File: config.mk
export PLATFORM = sky130hd
export DESIGN_NAME = sp_tile_mem_sequencer_flat
export DESIGN_NICKNAME = d
export VERILOG_FILES = /design/src/rtl/sp_tile_mem_sequencer_if.sv /design/src/rtl/sp_tile_mem_sequencer.sv /design/src/flat_wrapper.sv
export SDC_FILE = /design/constraint.sdc
export NUM_CORES = 1
export LEC_CHECK = 0
export BUFFER_PORTS_ARGS = -buffer_cell sky130_fd_sc_hd__clkbuf_2
export CAP_MARGIN = 10
export CORE_ASPECT_RATIO = 0.7
export CORE_MARGIN = 4
export CORE_UTILIZATION = 38
export CTS_CLUSTER_SIZE = 8
export DETAILED_ROUTE_END_ITERATION = 12
export PLACE_DENSITY = 0.74
export SYNTH_ARGS = -nofsm -noshare
export SYNTH_HDL_FRONTEND = slang
export SYNTH_SLANG_ARGS = --single-unit
File: constraint.sdc
create_clock -name CLK -period 2.49 [get_ports CLK]
set_input_delay 0 -clock CLK [delete_from_list [all_inputs] [get_ports CLK]]
set_output_delay 0 -clock CLK [all_outputs]
set_load 0.02 [all_outputs]
File: src/rtl/sp_tile_mem_sequencer_if.sv
// Row-transaction bus between the tile sequencer and the main-memory arbiter.
//   master : sequencer side (drives request, direction, address, write data)
//   slave  : arbiter side (drives wait and read data)
// A transaction completes in any cycle with mem_req & !mem_wait.
interface sp_tile_mem_sequencer_if #(
    parameter int unsigned ADDR_W = 32,
    parameter int unsigned DATA_W = 64
);
    logic              mem_req;
    logic              mem_wen;
    logic [ADDR_W-1:0] mem_addr;
    logic [DATA_W-1:0] mem_wdata;
    logic              mem_wait;
    logic [DATA_W-1:0] mem_rdata;

    modport master (
        output mem_req,
        output mem_wen,
        output mem_addr,
        output mem_wdata,
        input  mem_wait,
        input  mem_rdata
    );

    modport slave (
        input  mem_req,
        input  mem_wen,
        input  mem_addr,
        input  mem_wdata,
        output mem_wait,
        output mem_rdata
    );
endinterface

File: src/rtl/sp_tile_mem_sequencer.sv
// Scratchpad tile transfer sequencer. Breaks one tile load/store into ROWS
// back-to-back single-row transactions toward the memory arbiter.
// Ports:
//   CLK, nRST          clock, asynchronous active-low reset
//   sp_load_req        tile load request (level, held until sp_ack)
//   sp_store_req       tile store request (level, held until sp_ack)
//   sp_addr            tile base byte address, sampled on accept
//   sp_ack             request accepted (combinational, idle only)
//   st_row / st_data   row index of requested store data / its row data
//   ld_valid           one-cycle pulse qualifying ld_row / ld_data
//   done               one-cycle pulse at end of a tile transfer
//   busy               high whenever not idle
//   mem                row-transaction bus to the arbiter (master side)
module sp_tile_mem_sequencer #(
    parameter int unsigned ROWS      = 4,
    parameter int unsigned DATA_W    = 64,
    parameter int unsigned ADDR_W    = 32,
    parameter int unsigned ROW_BYTES = 8
) (
    input  logic                     CLK,
    input  logic                     nRST,
    input  logic                     sp_load_req,
    input  logic                     sp_store_req,
    input  logic [ADDR_W-1:0]        sp_addr,
    output logic                     sp_ack,
    output logic [$clog2(ROWS)-1:0]  st_row,
    input  logic [DATA_W-1:0]        st_data,
    output logic                     ld_valid,
    output logic [$clog2(ROWS)-1:0]  ld_row,
    output logic [DATA_W-1:0]        ld_data,
    output logic                     done,
    output logic                     busy,
    sp_tile_mem_sequencer_if.master  mem
);

    localparam int unsigned ROW_W = $clog2(ROWS);
    localparam int unsigned OFF_W = $clog2(ROW_BYTES);
    localparam logic [ROW_W-1:0]  LAST_ROW   = ROW_W'(ROWS - 1);
    localparam logic [ADDR_W-1:0] ALIGN_MASK = ~ADDR_W'(ROW_BYTES - 1);

    typedef enum logic [1:0] {StIdle, StLoad, StStore, StDone} state_e;

    state_e            state_q, state_d;
    logic [ROW_W-1:0]  row_q, row_d;
    logic [ADDR_W-1:0] base_q, base_d;
    logic              ld_valid_q, ld_valid_d;
    logic [ROW_W-1:0]  ld_row_q, ld_row_d;
    logic [DATA_W-1:0] ld_data_q, ld_data_d;
    logic [ADDR_W-1:0] row_addr;

    // Wraps modulo 2^ADDR_W by construction of the adder width.
    assign row_addr = base_q + (ADDR_W'(row_q) << OFF_W);

    always_comb begin
        state_d       = state_q;
        row_d         = row_q;
        base_d        = base_q;
        ld_valid_d    = 1'b0;
        ld_row_d      = ld_row_q;
        ld_data_d     = ld_data_q;
        sp_ack        = 1'b0;
        done          = 1'b0;
        busy          = (state_q != StIdle);
        mem.mem_req   = 1'b0;
        mem.mem_wen   = 1'b0;
        mem.mem_addr  = '0;
        mem.mem_wdata = '0;

        unique case (state_q)
            StIdle: begin
                if (sp_load_req || sp_store_req) begin
                    sp_ack  = 1'b1;
                    base_d  = sp_addr & ALIGN_MASK;
                    row_d   = '0;
                    // Load wins a tie; the store stays pending on its level request.
                    state_d = sp_load_req ? StLoad : StStore;
                end
            end
            StLoad: begin
                mem.mem_req  = 1'b1;
                mem.mem_addr = row_addr;
                if (!mem.mem_wait) begin
                    ld_valid_d = 1'b1;
                    ld_row_d   = row_q;
                    ld_data_d  = mem.mem_rdata;
                    if (row_q == LAST_ROW) begin
                        state_d = StDone;
                    end else begin
                        row_d = row_q + ROW_W'(1);
                    end
                end
            end
            StStore: begin
                mem.mem_req   = 1'b1;
                mem.mem_wen   = 1'b1;
                mem.mem_addr  = row_addr;
                mem.mem_wdata = st_data;
                if (!mem.mem_wait) begin
                    if (row_q == LAST_ROW) begin
                        state_d = StDone;
                    end else begin
                        row_d = row_q + ROW_W'(1);
                    end
                end
            end
            StDone: begin
                done    = 1'b1;
                state_d = StIdle;
            end
            default: state_d = StIdle;
        endcase
    end

    always_ff @(posedge CLK or negedge nRST) begin
        if (!nRST) begin
            state_q    <= StIdle;
            row_q      <= '0;
            base_q     <= '0;
            ld_valid_q <= 1'b0;
            ld_row_q   <= '0;
            ld_data_q  <= '0;
        end else begin
            state_q    <= state_d;
            row_q      <= row_d;
            base_q     <= base_d;
            ld_valid_q <= ld_valid_d;
            ld_row_q   <= ld_row_d;
            ld_data_q  <= ld_data_d;
        end
    end

    // Store data is read combinationally from the scratchpad at the current row.
    assign st_row   = row_q;
    assign ld_valid = ld_valid_q;
    assign ld_row   = ld_row_q;
    assign ld_data  = ld_data_q;

endmodule

File: src/flat_wrapper.sv
// flat-port wrapper written by rule: the top's interface ports become plain ports
module sp_tile_mem_sequencer_flat 
#(
    parameter int unsigned ROWS      = 4,
    parameter int unsigned DATA_W    = 64,
    parameter int unsigned ADDR_W    = 32,
    parameter int unsigned ROW_BYTES = 8
)
  (CLK, nRST, sp_load_req, sp_store_req, sp_addr, sp_ack, st_row, st_data, ld_valid, ld_row, ld_data, done, busy, mem_mem_req, mem_mem_wen, mem_mem_addr, mem_mem_wdata, mem_mem_wait, mem_mem_rdata);
  sp_tile_mem_sequencer_if #(.ADDR_W(ADDR_W), .DATA_W(DATA_W)) mem_i ();
  input  logic CLK;
  input  logic nRST;
  input  logic sp_load_req;
  input  logic sp_store_req;
  input  logic [ADDR_W-1:0] sp_addr;
  output logic sp_ack;
  output logic [$clog2(ROWS)-1:0] st_row;
  input  logic [DATA_W-1:0] st_data;
  output logic ld_valid;
  output logic [$clog2(ROWS)-1:0] ld_row;
  output logic [DATA_W-1:0] ld_data;
  output logic done;
  output logic busy;
  output wire logic [$bits(mem_i.mem_req)-1:0] mem_mem_req;
  output wire logic [$bits(mem_i.mem_wen)-1:0] mem_mem_wen;
  output wire logic [$bits(mem_i.mem_addr)-1:0] mem_mem_addr;
  output wire logic [$bits(mem_i.mem_wdata)-1:0] mem_mem_wdata;
  input wire logic [$bits(mem_i.mem_wait)-1:0] mem_mem_wait;
  input wire logic [$bits(mem_i.mem_rdata)-1:0] mem_mem_rdata;
  assign mem_mem_req = mem_i.mem_req;
  assign mem_mem_wen = mem_i.mem_wen;
  assign mem_mem_addr = mem_i.mem_addr;
  assign mem_mem_wdata = mem_i.mem_wdata;
  assign mem_i.mem_wait = mem_mem_wait;
  assign mem_i.mem_rdata = mem_mem_rdata;
  sp_tile_mem_sequencer #(.ROWS(ROWS), .DATA_W(DATA_W), .ADDR_W(ADDR_W), .ROW_BYTES(ROW_BYTES)) u_core (.CLK(CLK), .nRST(nRST), .sp_load_req(sp_load_req), .sp_store_req(sp_store_req), .sp_addr(sp_addr), .sp_ack(sp_ack), .st_row(st_row), .st_data(st_data), .ld_valid(ld_valid), .ld_row(ld_row), .ld_data(ld_data), .done(done), .busy(busy), .mem(mem_i));
endmodule
==> impl_metrics.toml <==
[floorplan]
floorplan.die.height_um = 104
initial_core_util_pct = 39.6
full_die_area_um2 = 15100
num_rows = 34
chipWidth_um = 145
core_region_area_um2 = 12700
boundaryPins = 335

[global_route]
gr-total-overflow = 0
grt_start_max_net_pins = 66
grt.total_usage_pct = 24.7
antenna_found_initial = 0
global_route_wire_length_before_repair_um = 30300
via_count_of_the_first_global_routing_pass = 5675

[clocking]
clkSlewWorstSetupHoldPaths_ns = 0.07
clock_sink_count = 100
clock_latency_on_the_worst_skew_pair_ns = 0.34
cts.htree.levels = 3
cts_tree = "built"
ctsLongestPathBuffers = 2
clockRootBuffer = "sky130_fd_sc_hd__clkbuf_16"
number_of_buffers_inserted_during_clock_tree_synthesis = 9

[sta]
layout_min_cycle_time_ns = 2.57
setup_viol_count_final = 9
final_hold_viol_count = 0
drv_slew = 0
timing_worst_slew_pin_value_ns = 0.761
fmax_mhz = 389
hold_slack_ns = 0.0397
rsz_0062_raised_after_global_routing = "yes"
period_share_pct = 103
maxSlewHeadroom_pct = 49.3
timing.final.ws_setup_ns = -0.0796
finClkSkew_ns = 0.00842
fin_tns_setup_ns = -0.300

[synth]
synth_largest_area_cell = "sky130_fd_sc_hd__dfrtp_1"
gate_count_of_the_mapped_netlist = 430
syn_area_um2 = 5020
yosys_register_bits = 100
netlist_top_cells_area = "sky130_fd_sc_hd__dfrtp_1 50%, sky130_fd_sc_hd__mux2_2 21%, sky130_fd_sc_hd__and2_1 8.4%"
yosys.cell_types.count = 38
syn-mean-instance-area_um2 = 11.7
seq_area_frac_synth_pct = 49.9
synth_top_area_share_pct = 49.9
yosysWarnings = 0

[setup_path]
timing.critical_path.cells = "ha_4, a21oi_2, or4b_4, buf_6, or4_4, a21oi_2, buf_4"
worstSetupStartpointType = "flip-flop"
cpMostUsedCell = "sky130_fd_sc_hd__a21oi_2"
worst_path_max_delay_cell = "sky130_fd_sc_hd__or4b_4"
end_kind = "output pin"
critPathRequiredTime_ns = 2.49
cpPeakStageDelay_ns = 0.54
cp-startpoint = "u_core.st_row[1]"
r2r.worst_path.cells = 6
crit_end = "mem_mem_addr[18]"
worstPathMaxFanout = 7
criticalPathCategory = "flip-flop to output pin"
r2r-end = "u_core.st_row[1]"
arrival_ns = 2.57
setup.reg_to_reg.worst_slack_ns = 0.56
rr_startpoint = "u_core.state_q[1]"

[placed_design]
post-place-ws_ns = 0.115
place.detailed.instances = 905
gp_congestion = 1.02
detailed_place_hpwl_um = 13200
port-buffer-count = 328

[routing]
routed_wl_um = 19400
antenna_left = 0
drc = 0
detailroute.via_count = 5166
firstDrtPassIters = 4
drtIter0Drc = 221
wire_per_inst_um = 18.8
viasPerCell = 5.01

[layout]
fillerInstances = 892
n_antenna_cell = 0
mostFrequentLayoutCell = "sky130_fd_sc_hd__clkbuf_2"
final_cell_count_no_fill = 1032
layout.cells.most_common_list = "313 x sky130_fd_sc_hd__clkbuf_2, 97 x sky130_fd_sc_hd__dfrtp_1, 95 x sky130_fd_sc_hd__mux2_2"
layout-area-overhead-vs-synth_pct = 68.8
finish.net_count = 1038
final_layout_size_suffix_gt1_share_pct = 57.6

[status]
violations = "setup timing"
status = "complete, but fails checks"

[power]
power-per-cell-area_nw_per_um2 = 1310
design_power_total_mw = 11.1
peak_vdd_ir_mv = 0.668
cellLeakagePower_nw = 4.15

[hold_path]
holdCritStartpoint = "sp_load_req"
tightest_hold_check_type = "input port to flip-flop"

[job]
timing.max_cap.violations = 0
==> worst max-delay path, delay by kind of cell, from the launching register on <==
kind,cells,cell delay (ns)
AOI/OAI and AO/OA,2,0.21
buffers and inverters,2,0.31
DFF,1,0.42
and+or+nand+nor,2,1.02
adders and majority gates,1,0.28
==> repair_timing <==
action	in CTS	in global routing
pin swaps	18	11
hold buffers	94	0
gates resized for setup	38	34
setup buffers	5	10
endpoints found under the hold margin	148	0
setup endpoints to repair	15	15
cloned	1	1
==> where the power goes <==
group	leakage, nW	switching [mW]	internal, mW
Sequential	1.18	0.715	2.47
Clock	0.145	0.674	0.706
Combinational	2.82	3.83	2.73
==> cell families (layout without fill, tap and decap cells) <==
family	count (synthesis)	count (layout)	share of synthesized area [%]
compound gates	46	46	5.71
xor+xnor	10	10	1.75
fa+ha+maj	8	8	2.15
buf+inv	39	476	3.32
flops	100	100	49.9
mux	96	96	21.5
other cells	1	3	0.0748
simple gates	130	131	15.6
==> synth_stat cells (all sizes together) <==
master   count
ha           7
o2bb2ai      1
or3          3
or4         14
nor3         3
and2        67
o31a         1
o21ai        7
dfrtp      100
o221ai       1
a21boi       1
and4         4
nor2b        2
xor2         6
nor2        10
a21oi       18
xnor2        4
nand4        6
nand2        9
mux2i        1
conb         1
or4b         1
o22ai        1
buf          7
a2bb2oi      1
clkinv       1
fa           1
o21a         2
mux2        95
clkbuf      22
inv          9
o31ai       13
nand3       11
==> routing by layer <==
metal,share of wire (%),vias up,GRT usage (%)
met5,0,-,0
met4,2.2,0,7.52
met3,7.9,34,9.10
met2,49,213,42.0
met1,41,2534,29.4
li1,-,2385,-
==> how the worst min path moves through the flow <==
stage | endpoint | cells after the start
after global routing | u_core.state_q[1] | 3
after global placement | u_core.base_q[28] | 1
after floorplan | u_core.base_q[10] | 0
after CTS | u_core.state_q[1] | 3
after detailed placement | u_core.base_q[28] | 1
final | u_core.state_q[1] | 3
==> flip-flops by register name (all words and copies together), names as in the netlist <==
| register | count |
|---|---|
| u_core.base_q | 29 |
| u_core.ld_data | 64 |
| u_core.ld_row | 2 |
| u_core.ld_valid | 1 |
| u_core.st_row | 2 |
| u_core.state_q | 2 |
==> layout make-up <==
cell class	instances	area [um2]	share of cell area, %
clock buffer	9	225	2.66
multi-input combinational	294	2530	29.9
tap	162	203	2.39
inverter	10	37.5	0.443
sequential	100	2510	29.6
clock inverter	7	67.6	0.798
timing repair buffer	450	2900	34.2
==> through the flow <==
stage	cell area (um2)	util (%)
2_1_floorplan	5020	-
6_report	8470	66.8
5_1_grt	8470	66.8
3_5_place_dp	6860	54.1
4_1_cts	8280	65.3
3_3_place_gp	6860	54.1
Power figures use the tool's default switching activity.
